--- config.mk ---
export PLATFORM = sky130hd
export DESIGN_NAME = simple_serializer
export DESIGN_NICKNAME = d
export VERILOG_FILES = /design/src/rtl/simple_serializer.sv
export SDC_FILE = /design/constraint.sdc
export NUM_CORES = 1
export LEC_CHECK = 0
export BUFFER_PORTS_ARGS = -buffer_cell sky130_fd_sc_hd__clkbuf_2
export CELL_PAD_IN_SITES_DETAIL_PLACEMENT = 0
export CELL_PAD_IN_SITES_GLOBAL_PLACEMENT = 1
export CORE_MARGIN = 4
export CORE_UTILIZATION = 35
export CTS_CLUSTER_SIZE = 16
export DETAILED_ROUTE_END_ITERATION = 8
export GPL_TIMING_DRIVEN = 0
export PLACE_DENSITY = 0.65
export SETUP_SLACK_MARGIN = 0.1
export SLEW_MARGIN = 20
export SYNTH_ARGS = -nofsm -noshare
export SYNTH_HDL_FRONTEND = slang
export SYNTH_SLANG_ARGS = --single-unit
--- constraint.sdc ---
create_clock -name clk -period 2.25 [get_ports clk]
set_input_delay 0 -clock clk [delete_from_list [all_inputs] [get_ports clk]]
set_output_delay 0 -clock clk [all_outputs]
set_load 0.03 [all_outputs]
--- src/rtl/simple_serializer.sv ---
// rtl/simple_serializer.sv - parallel-in, serial-out shifter for a 1-bit link
//
// Accepts a WIDTH-bit word on a valid/ready handshake and sends it one bit
// per clock on out_1, framed by out_valid and out_last.
//
// Optional feature macro: SIMPLE_SERIALIZER_PARITY_EN
//   defined   : each frame carries one trailing even-parity bit, which
//               also carries out_last.
//   undefined : a frame is exactly WIDTH bits, and no parity logic is built.
//
// Parameters:
//   WIDTH      data bits per frame (1..32)
//   MSB_FIRST  1: bit WIDTH-1 goes out first, 0: bit 0 goes out first
//
// Ports:
//   clk        rising-edge clock
//   rst_n      asynchronous active-low reset
//   in_valid   in_data holds a word to send
//   in_ready   a word can be accepted on this edge
//   in_data    parallel word
//   out_1      serial data bit (0 while the line is idle)
//   out_valid  out_1 carries a frame bit
//   out_last   out_1 carries the final bit of the frame

module simple_serializer #(
    parameter int WIDTH     = 8,
    parameter int MSB_FIRST = 1
) (
    input  logic             clk,
    input  logic             rst_n,
    input  logic             in_valid,
    output logic             in_ready,
    input  logic [WIDTH-1:0] in_data,
    output logic             out_1,
    output logic             out_valid,
    output logic             out_last
);

    localparam int            CW       = $clog2(WIDTH) + 1;
    localparam logic [CW-1:0] LAST_CNT = CW'(WIDTH - 1);

    localparam logic [1:0] ST_IDLE   = 2'd0;
    localparam logic [1:0] ST_SHIFT  = 2'd1;
    localparam logic [1:0] ST_PARITY = 2'd2;

    logic [1:0]       state_q, state_d;
    logic [CW-1:0]    count_q, count_d;
    logic [WIDTH-1:0] shift_q, shift_d;
    logic             out_1_q, out_1_d;
    logic             out_valid_q, out_valid_d;
    logic             out_last_q, out_last_d;
    logic             accept;
    logic             first_last;

`ifdef SIMPLE_SERIALIZER_PARITY_EN
    logic             parity_q, parity_d;
`endif

    // Ready is decoded from registered state only: idle, or the cycle that
    // is presenting the final bit of a frame (back-to-back chaining).
    always_comb begin
        in_ready = 1'b0;
        case (state_q)
            ST_IDLE:   in_ready = 1'b1;
`ifdef SIMPLE_SERIALIZER_PARITY_EN
            ST_SHIFT:  in_ready = 1'b0;
            ST_PARITY: in_ready = 1'b1;
`else
            ST_SHIFT:  in_ready = (count_q == LAST_CNT);
`endif
            default:   in_ready = 1'b0;
        endcase
    end

    assign accept = in_valid && in_ready;

    // With no parity bit, a one-bit frame ends on its first (only) bit.
`ifdef SIMPLE_SERIALIZER_PARITY_EN
    assign first_last = 1'b0;
`else
    assign first_last = (WIDTH == 1);
`endif

    always_comb begin
        state_d     = state_q;
        count_d     = count_q;
        shift_d     = shift_q;
        out_1_d     = 1'b0;
        out_valid_d = 1'b0;
        out_last_d  = 1'b0;
`ifdef SIMPLE_SERIALIZER_PARITY_EN
        parity_d    = parity_q;
`endif

        if (accept) begin
            // The first bit is registered straight from in_data so it shows
            // up the cycle after accept; shift_q keeps the remaining bits.
            state_d     = ST_SHIFT;
            count_d     = '0;
            out_valid_d = 1'b1;
            out_last_d  = first_last;
            if (MSB_FIRST != 0) begin
                out_1_d = in_data[WIDTH-1];
                shift_d = in_data << 1;
            end else begin
                out_1_d = in_data[0];
                shift_d = in_data >> 1;
            end
`ifdef SIMPLE_SERIALIZER_PARITY_EN
            parity_d = ^in_data;
`endif
        end else begin
            case (state_q)
                ST_SHIFT: begin
                    if (count_q != LAST_CNT) begin
                        count_d     = count_q + CW'(1);
                        out_valid_d = 1'b1;
`ifdef SIMPLE_SERIALIZER_PARITY_EN
                        out_last_d  = 1'b0;
`else
                        out_last_d  = ((count_q + CW'(1)) == LAST_CNT);
`endif
                        if (MSB_FIRST != 0) begin
                            out_1_d = shift_q[WIDTH-1];
                            shift_d = shift_q << 1;
                        end else begin
                            out_1_d = shift_q[0];
                            shift_d = shift_q >> 1;
                        end
                    end else begin
`ifdef SIMPLE_SERIALIZER_PARITY_EN
                        state_d     = ST_PARITY;
                        out_1_d     = parity_q;
                        out_valid_d = 1'b1;
                        out_last_d  = 1'b1;
`else
                        state_d     = ST_IDLE;
                        count_d     = '0;
`endif
                    end
                end
`ifdef SIMPLE_SERIALIZER_PARITY_EN
                ST_PARITY: begin
                    state_d = ST_IDLE;
                    count_d = '0;
                end
`endif
                ST_IDLE: begin
                    count_d = '0;
                end
                default: begin
                    state_d = ST_IDLE;
                    count_d = '0;
                end
            endcase
        end
    end

    always_ff @(posedge clk or negedge rst_n) begin
        if (!rst_n) begin
            state_q     <= ST_IDLE;
            count_q     <= '0;
            shift_q     <= '0;
            out_1_q     <= 1'b0;
            out_valid_q <= 1'b0;
            out_last_q  <= 1'b0;
        end else begin
            state_q     <= state_d;
            count_q     <= count_d;
            shift_q     <= shift_d;
            out_1_q     <= out_1_d;
            out_valid_q <= out_valid_d;
            out_last_q  <= out_last_d;
        end
    end

`ifdef SIMPLE_SERIALIZER_PARITY_EN
    always_ff @(posedge clk or negedge rst_n) begin
        if (!rst_n) begin
            parity_q <= 1'b0;
        end else begin
            parity_q <= parity_d;
        end
    end
`endif

    assign out_1     = out_1_q;
    assign out_valid = out_valid_q;
    assign out_last  = out_last_q;

endmodule

Word-level counts from Yosys, hierarchy flattened. Index checks and enable logic that the tools add are counted.

Memories kept: 0. Bits in writable memories: 0. Bits of input ports: 11. Flip-flop bits (word level): 17. Latch bits: 0. ROM bits: 0.

Multiply operators: 0. Add/sub/neg operators: 1. Order comparisons: 0. Divide/modulo/power cells: 0. Bitwise operators: 0. Reduce and logical (&&, ||, !) cells: 6. Shifts and indexed selects: 0. Multiplexer cells: 19. Eq/ne operators: 6.

Operator list (count): 8-bit 2-to-1 mux (3); 4-bit 2-to-1 mux (3); 1-bit 2-to-1 mux (9); 4-bit by 3-bit equality test with 1-bit output, second input constant (2); 4-bit by 1-bit adder with 4-bit output, second input constant (1); 2-bit 2-to-1 mux (2); 4-bit by 3-bit != test with 1-bit output, second input constant (1); 2-bit one-hot mux with 2 select lines (1); 2-bit AND reduction (2); 2-bit nonzero test (2); 3-bit != test, second input constant (1); 2-bit by 1-bit equality test with 1-bit output, second input constant (1); 2-bit logical NOT (1); 2-bit != test, second input constant (1); 1-bit one-hot mux with 2 select lines (1); 1-bit logical AND (1).

Logic depth before layout (Yosys ltp). Gate-level depths: netlist of run 1.

Word-level depth: 5. Depth in mapped cells: 5. Mapped depth without buffers: 4.

Least setup slack after synthesis of run 1. Ideal clock, no wire load.

Kind: flip-flop to flip-flop. Start point: reg count_q[0]. End point: reg shift_q[2]. Cell stages (with the launch flop): 6. Library setup time: 0.125 ns. Buffers on the path: 1. Path slack: 0.828 ns. Arrival: 1.297 ns. Cells stage by stage: dfrtp_1 -> ha_1 -> nand3b_2 -> nand2_2 -> buf_6 -> mux2_4.

Word-level cells in the longest chain between the ends: 5. Elaborated cells on any way between the ends: 8.

RTL lines: start: declaration (line 47) `logic [CW-1:0] count_q, count_d;`; start signal: assignment (line 169) `count_q <= count_d;`; 4-bit by 3-bit equality test with 1-bit output * (line 69) `ST_SHIFT: in_ready = (count_q == LAST_CNT);`; 1-bit one-hot mux with 2 select lines * (line 63) `case (state_q)`; named net in_ready (line 32) `output logic in_ready,`; 1-bit logical AND * (line 75) `assign accept = in_valid && in_ready;`; 2-bit nonzero test (no source line); 2-bit AND reduction (no source line); end signal: assignment (line 170) `shift_q <= shift_d;`; end: declaration (line 48) `logic [WIDTH-1:0] shift_q, shift_d;`.

Mark *: on every way through the listed nets, which the timed path passes. The rest lies on a longest branch. A chain may end at the register's enable or synchronous reset.

Worst setup path after layout of run 1.
Start point: reg count_q[0]. End point: out in_ready.

Word-level cells in the longest chain between the ends: 2.

RTL lines (line): 4-bit by 3-bit equality test with 1-bit output (69); 1-bit one-hot mux with 2 select lines (63); end: declaration (32).

Every way passes these cells.

==> flow_metrics.env, run 1 <==
export IMPL_drtPass1Iterations=2
export IMPL_ys_top_cells_by_area="dfrtp_1 53%, mux2_1 6.3%, mux2_2 6.3%, mux2_4 6.3%, ha_1 3.5%"
export IMPL_htreeDepth=1
export IMPL_r2r_end="shift_q[3]"
export IMPL_synth_simple_area_share_pct=11.8
export IMPL_worstHoldEndpoint="shift_q[7]"
export IMPL_powerDensity_nw_per_um2=1150
export IMPL_rsz0062_at_grt="false"
export IMPL_grt_overflow=0
export IMPL_synth_seq_area_share_pct=52.8
export IMPL_min_period_ps=1590
export IMPL_dieWidth_um=53.1
export IMPL_finalCritPeriodShare_pct=70.7
export IMPL_cp_arrival_ps=1590
export IMPL_numClockSinks=15
export IMPL_ys_ff_latch=15
export IMPL_critPathMaxFanout=10
export IMPL_synthFlopType="dfrtp_1"
export IMPL_core_area_um2=1940
export IMPL_grt_pass1_wl_um=2170
export IMPL_synth_edf_count=0
export IMPL_synth_compound_area_share_pct=2.99
export IMPL_start_util_pct=36.6
export IMPL_multi_input_area_um2=312
export IMPL_r2r_slack_ps=750
export IMPL_grt_pass1_vias=499
export IMPL_cts_tree="done"
export IMPL_synth_top_cell_by_area="dfrtp_1"
export IMPL_status="finished, final reports clean"
export IMPL_final_common_cell="dfrtp_1"
export IMPL_synth_top_family_by_area="multiplexers"
export IMPL_fmax_ghz=0.628
export IMPL_place_congestion=0.640
export IMPL_drive_gt1_share_pct=36.8
export IMPL_mostFrequentLayoutCells="15 x dfrtp_1, 14 x clkbuf_2, 4 x mux2_2, 4 x mux2_1"
export IMPL_drc=0
export IMPL_drv_slew=0
export IMPL_via_per_inst=4.40
export IMPL_ant_nets=0
export IMPL_hold_depth=4
export IMPL_postCtsSetupBuffers=0
export IMPL_ff_latch_area_um2=375
export IMPL_synth_area_um2=711
export IMPL_p_leak_uw=0.000427
export IMPL_clkLatencyLatePin_ps=280
export IMPL_yosys_warnings=0
export IMPL_crit_type="reg2out"
export IMPL_synthCells=55
export IMPL_p_total_uw=1010
export IMPL_grt_max_degree=16
export IMPL_routedWlPerCell_um=11.2
export IMPL_drt_wl_total_um=1160
export IMPL_rows=16
export IMPL_grt_antenna_before_repair=0
export IMPL_cts_buffers=3
export IMPL_antenna_cells=0
export IMPL_rr_startpoint="count_q[0]"
export IMPL_setup_tns_final_ps=0
export IMPL_synth_top_cell_area_share_pct=52.8
export IMPL_synth_area_per_cell_um2=12.9
export IMPL_ir_drop_mv=0.472
export IMPL_synth_cell_types=22
export IMPL_hold_path_startpoint="in_data[6]"
export IMPL_clock_path_buffers=2
export IMPL_fill_cells=203
export IMPL_hold_viol_final=0
export IMPL_crit_start="count_q[0]"
export IMPL_die_area_um2=2820
export IMPL_hold_class="in2reg"
export IMPL_drt_iter0_drc=3
export IMPL_cts_root_buf="clkbuf_4"
export IMPL_async_reset_ff_share_pct=100
export IMPL_synthMuxAreaShare_pct=21.8
export IMPL_dpl_hpwl_um=834
export IMPL_clk_pin_slew_ps=90
export IMPL_cts_resized=0
export IMPL_via_count=453
export IMPL_end_kind="output pin"
export IMPL_fp_dieH_um=53.1
export IMPL_synth_xor_xnor_area_share_pct=3.70
export IMPL_grtUsageTotal_pct=11.2
export IMPL_maxCapViolCount=0
export IMPL_required_ps=2250
export IMPL_setup_viol=0
export IMPL_relSlewSlack_pct=75.4
export IMPL_syn_nets=68
export IMPL_final_nets=90
export IMPL_synthAdderAreaFrac_pct=3.52
export IMPL_ios=15
export IMPL_ctsHoldBuffers=3
export IMPL_syn_to_final_growth_pct=22.5
export IMPL_cp_start_kind="flop"
export IMPL_worst_slew_pin_transition_ps=368
export IMPL_fin_worst_skew_ps=3.68
export IMPL_portBuffers=14
export IMPL_reg2reg_depth=5
metal layers:
metal,wire length [um],track usage [%]
met1,566,13.9
met2,510,16.5
met3,68,3.38
met4,10,7.66
met5,0,0
cell usage after synthesis (2+ instances only):
master,number
xor2_1,2
dfrtp_1,15
mux2i_1,2
nand4b_1,2
nand2b_1,3
inv_1,2
a21oi_1,2
nand2_1,3
mux2_1,4
ha_1,2
nor2_1,2
mux2_2,4
mux2_4,3
kinds of logic (layout without fill, tap and decap cells):
logic type,count (synthesis),after routing
buf+inv,4,25
compound gates,4,4
flops,15,15
simple gates,14,14
mux,13,13
xor+xnor,3,3
fa+ha+maj,2,2
how the worst max path moves through the flow:
stage	to	slack, ps	cells after the start
after floorplan	shift_q[2]	830	5
after global placement	shift_q[3]	740	5
after detailed placement	shift_q[2]	740	5
after CTS	in_ready	620	5
after global routing	in_ready	500	5
final	in_ready	660	5
area by class of cell:
type,count,share of cell area (%)
plain buffers,2,1.87
clock buffers,4,3.02
inverters,2,0.862
multi-input cells,36,35.8
flip-flops and latches,15,43.1
well taps,27,3.88
repair buffers,17,11.5
critical path: stages, from the launching register on:
cell and delay (ps):
dfrtp_1 410, ha_1 260, nand3b_2 120, nand2_2 130, buf_6 170, clkbuf_2 220
power by group:
group          internal, uW  switching [uW]
combinational           211             202
clock                  68.8            82.6
sequential              369            72.0
registers in the layout, indices dropped and copies added (netlist names):
signal,count
state_q,1
count_q,4
out_last,1
shift_q,7
out_1,1
out_valid,1
stage by stage:
step | setup slack, ps | hold WS, ps | cell area (um2) | instances | util (%)
floorplan | 828 | -296 | 711 | 55 | -
global placement | 743 | -65.0 | 815 | 96 | 41.9
detailed placement | 737 | -63.1 | 815 | 96 | 41.9
CTS | 625 | 41.8 | 871 | 103 | 44.8
global route | 502 | 60.2 | 871 | 103 | 44.8
finish | 658 | 47.8 | 871 | 103 | 44.8
No activity file was read; power rests on OpenSTA's default activity.
==> run 2: changes to the inputs <==
==> constraint.sdc (replaced) <==
create_clock -name clk -period 1.5 [get_ports clk]
set_input_delay 0 -clock clk [delete_from_list [all_inputs] [get_ports clk]]
set_output_delay 0 -clock clk [all_outputs]
set_load 0.03 [all_outputs]
==> flow_metrics.env, run 2 (same netlist as run 1, synthesis figures left out) <==
export IMPL_fin_util_pct=48.5
export IMPL_clkLatencyLatePin_ps=280
export IMPL_worstHoldEndpoint="shift_q[1]"
export IMPL_drtPass1Iterations=3
export IMPL_hold_path_startpoint="in_data[0]"
export IMPL_grt_max_degree=16
export IMPL_die_area_um2=2820
export IMPL_grtUsageTotal_pct=10.7
export IMPL_status="finished, final reports clean"
export IMPL_ant_nets=0
export IMPL_regMostFlops="shift_q"
export IMPL_cp_start_kind="flop"
export IMPL_routedWlPerCell_um=11.3
export IMPL_clock_path_buffers=2
export IMPL_ir_drop_mv=0.837
export IMPL_setup_tns_final_ps=0
export IMPL_drc=0
export IMPL_powerDensity_nw_per_um2=1820
export IMPL_htreeDepth=1
export IMPL_antenna_cells=0
export IMPL_grt_overflow=0
export IMPL_via_per_inst=4.50
export IMPL_cp_arrival_ps=1330
export IMPL_numClockSinks=15
export IMPL_cts_root_buf="clkbuf_4"
export IMPL_drt_iter0_drc=6
export IMPL_crit_path_cell_trace="ha_2 > nand3b_4 > nand2_4 > buf_8 > clkbuf_8"
export IMPL_relSlewSlack_pct=75.4
export IMPL_rows=16
export IMPL_core_area_um2=1940
export IMPL_rr_startpoint="count_q[1]"
export IMPL_crit_type="reg2out"
export IMPL_end_kind="output pin"
export IMPL_final_nets=96
export IMPL_min_period_ps=1330
export IMPL_mostFrequentLayoutCells="15 x dfrtp_1, 13 x clkbuf_2, 7 x buf_4"
export IMPL_r2r_end="shift_q[6]"
export IMPL_r2r_slack_ps=190
export IMPL_fmax_ghz=0.750
export IMPL_worst_slew_pin_transition_ps=369
export IMPL_grt_pass1_wl_um=2100
export IMPL_cts_tree="done"
export IMPL_hold_class="in2reg"
export IMPL_required_ps=1500
export IMPL_maxCapViolCount=0
export IMPL_drt_wl_total_um=1230
export IMPL_slowest_stage="dfrtp_1"
export IMPL_drv_slew=0
export IMPL_syn_to_final_growth_pct=32.6
export IMPL_reg2reg_depth=5
export IMPL_slowest_delay_ps=400
export IMPL_finalCritPeriodShare_pct=88.8
export IMPL_fin_worst_skew_ps=1.19
export IMPL_critPathMaxFanout=7
export IMPL_clk_pin_slew_ps=90
export IMPL_top_regs="shift_q x7, count_q x4"
export IMPL_hold_depth=3
export IMPL_ios=15
export IMPL_setup_viol=0
export IMPL_portBuffers=14
export IMPL_rsz0062_at_grt="false"
export IMPL_hold_viol_final=0
export IMPL_drive_gt1_share_pct=43.9
export IMPL_grt_pass1_vias=493
export IMPL_via_count=490
export IMPL_final_common_cell="dfrtp_1"
export IMPL_grt_antenna_before_repair=0
export IMPL_start_util_pct=36.6
export IMPL_place_congestion=0.638
export IMPL_p_total_uw=1710
export IMPL_largest_reg_flops=7
export IMPL_p_leak_uw=0.000477
export IMPL_fp_dieH_um=53.1
export IMPL_dpl_hpwl_um=834
export IMPL_cts_buffers=3
export IMPL_dieWidth_um=53.1
## run 2: what timing repair did
item	in CTS	in global routing
endpoints found under the setup margin	4	1
pin swaps	2	0
buffers inserted	5	2
hold buffers	2	0
resized for setup	3	1
endpoints found under the hold margin	16	0
## run 2: how the worst max path moves through the flow
stage	startpoint	end	slack [ps]	cells past startpoint
after floorplan	count_q[0]	shift_q[2]	100	5
after global placement	count_q[0]	shift_q[3]	30	5
after detailed placement	count_q[0]	shift_q[4]	30	5
after CTS	count_q[1]	in_ready	130	5
after global routing	count_q[1]	in_ready	110	5
final	count_q[1]	in_ready	170	5
## run 2: routing by layer
metal | GRT usage [%] | share of wire [%]
met1 | 12.3 | 46
met2 | 17.1 | 47
met3 | 2.54 | 4.8
met4 | 7.66 | 1.9
met5 | 0 | 0
## run 2: area by class of cell
cell class / instances / area, um2
fill: 182 / 1000
sequential: 15 / 375
multi-input combinational: 36 / 328
timing repair buffer: 23 / 151
tap: 27 / 33.8
clock buffer: 4 / 26.3
buffer: 2 / 20.0
inverter: 2 / 7.51
## run 2: critical path: cells and delay by family, from the launching register on
family | cells | cell delay [ps]
fa+ha+maj | 1 | 210
buf+inv | 2 | 290
flops | 1 | 400
simple gates | 2 | 140
## run 2: through the flow
stage	cell area [um2]	hold WS (ps)	setup WS (ps)	cells
after floorplan	717	-296	103	55
final	942	9.18	167	109
after global routing	942	21.3	114	109
after detailed placement	821	-63.7	27.9	96
after global placement	821	-65.5	32.8	96
after CTS	918	8.51	127	107
## run 2: where the power goes
part           internal (uW)  total (uW)  leakage, uW  switching, uW
registers                553         648     0.000188           94.4
logic                    464         834     0.000274            370
clock network            103         233    0.0000150            130
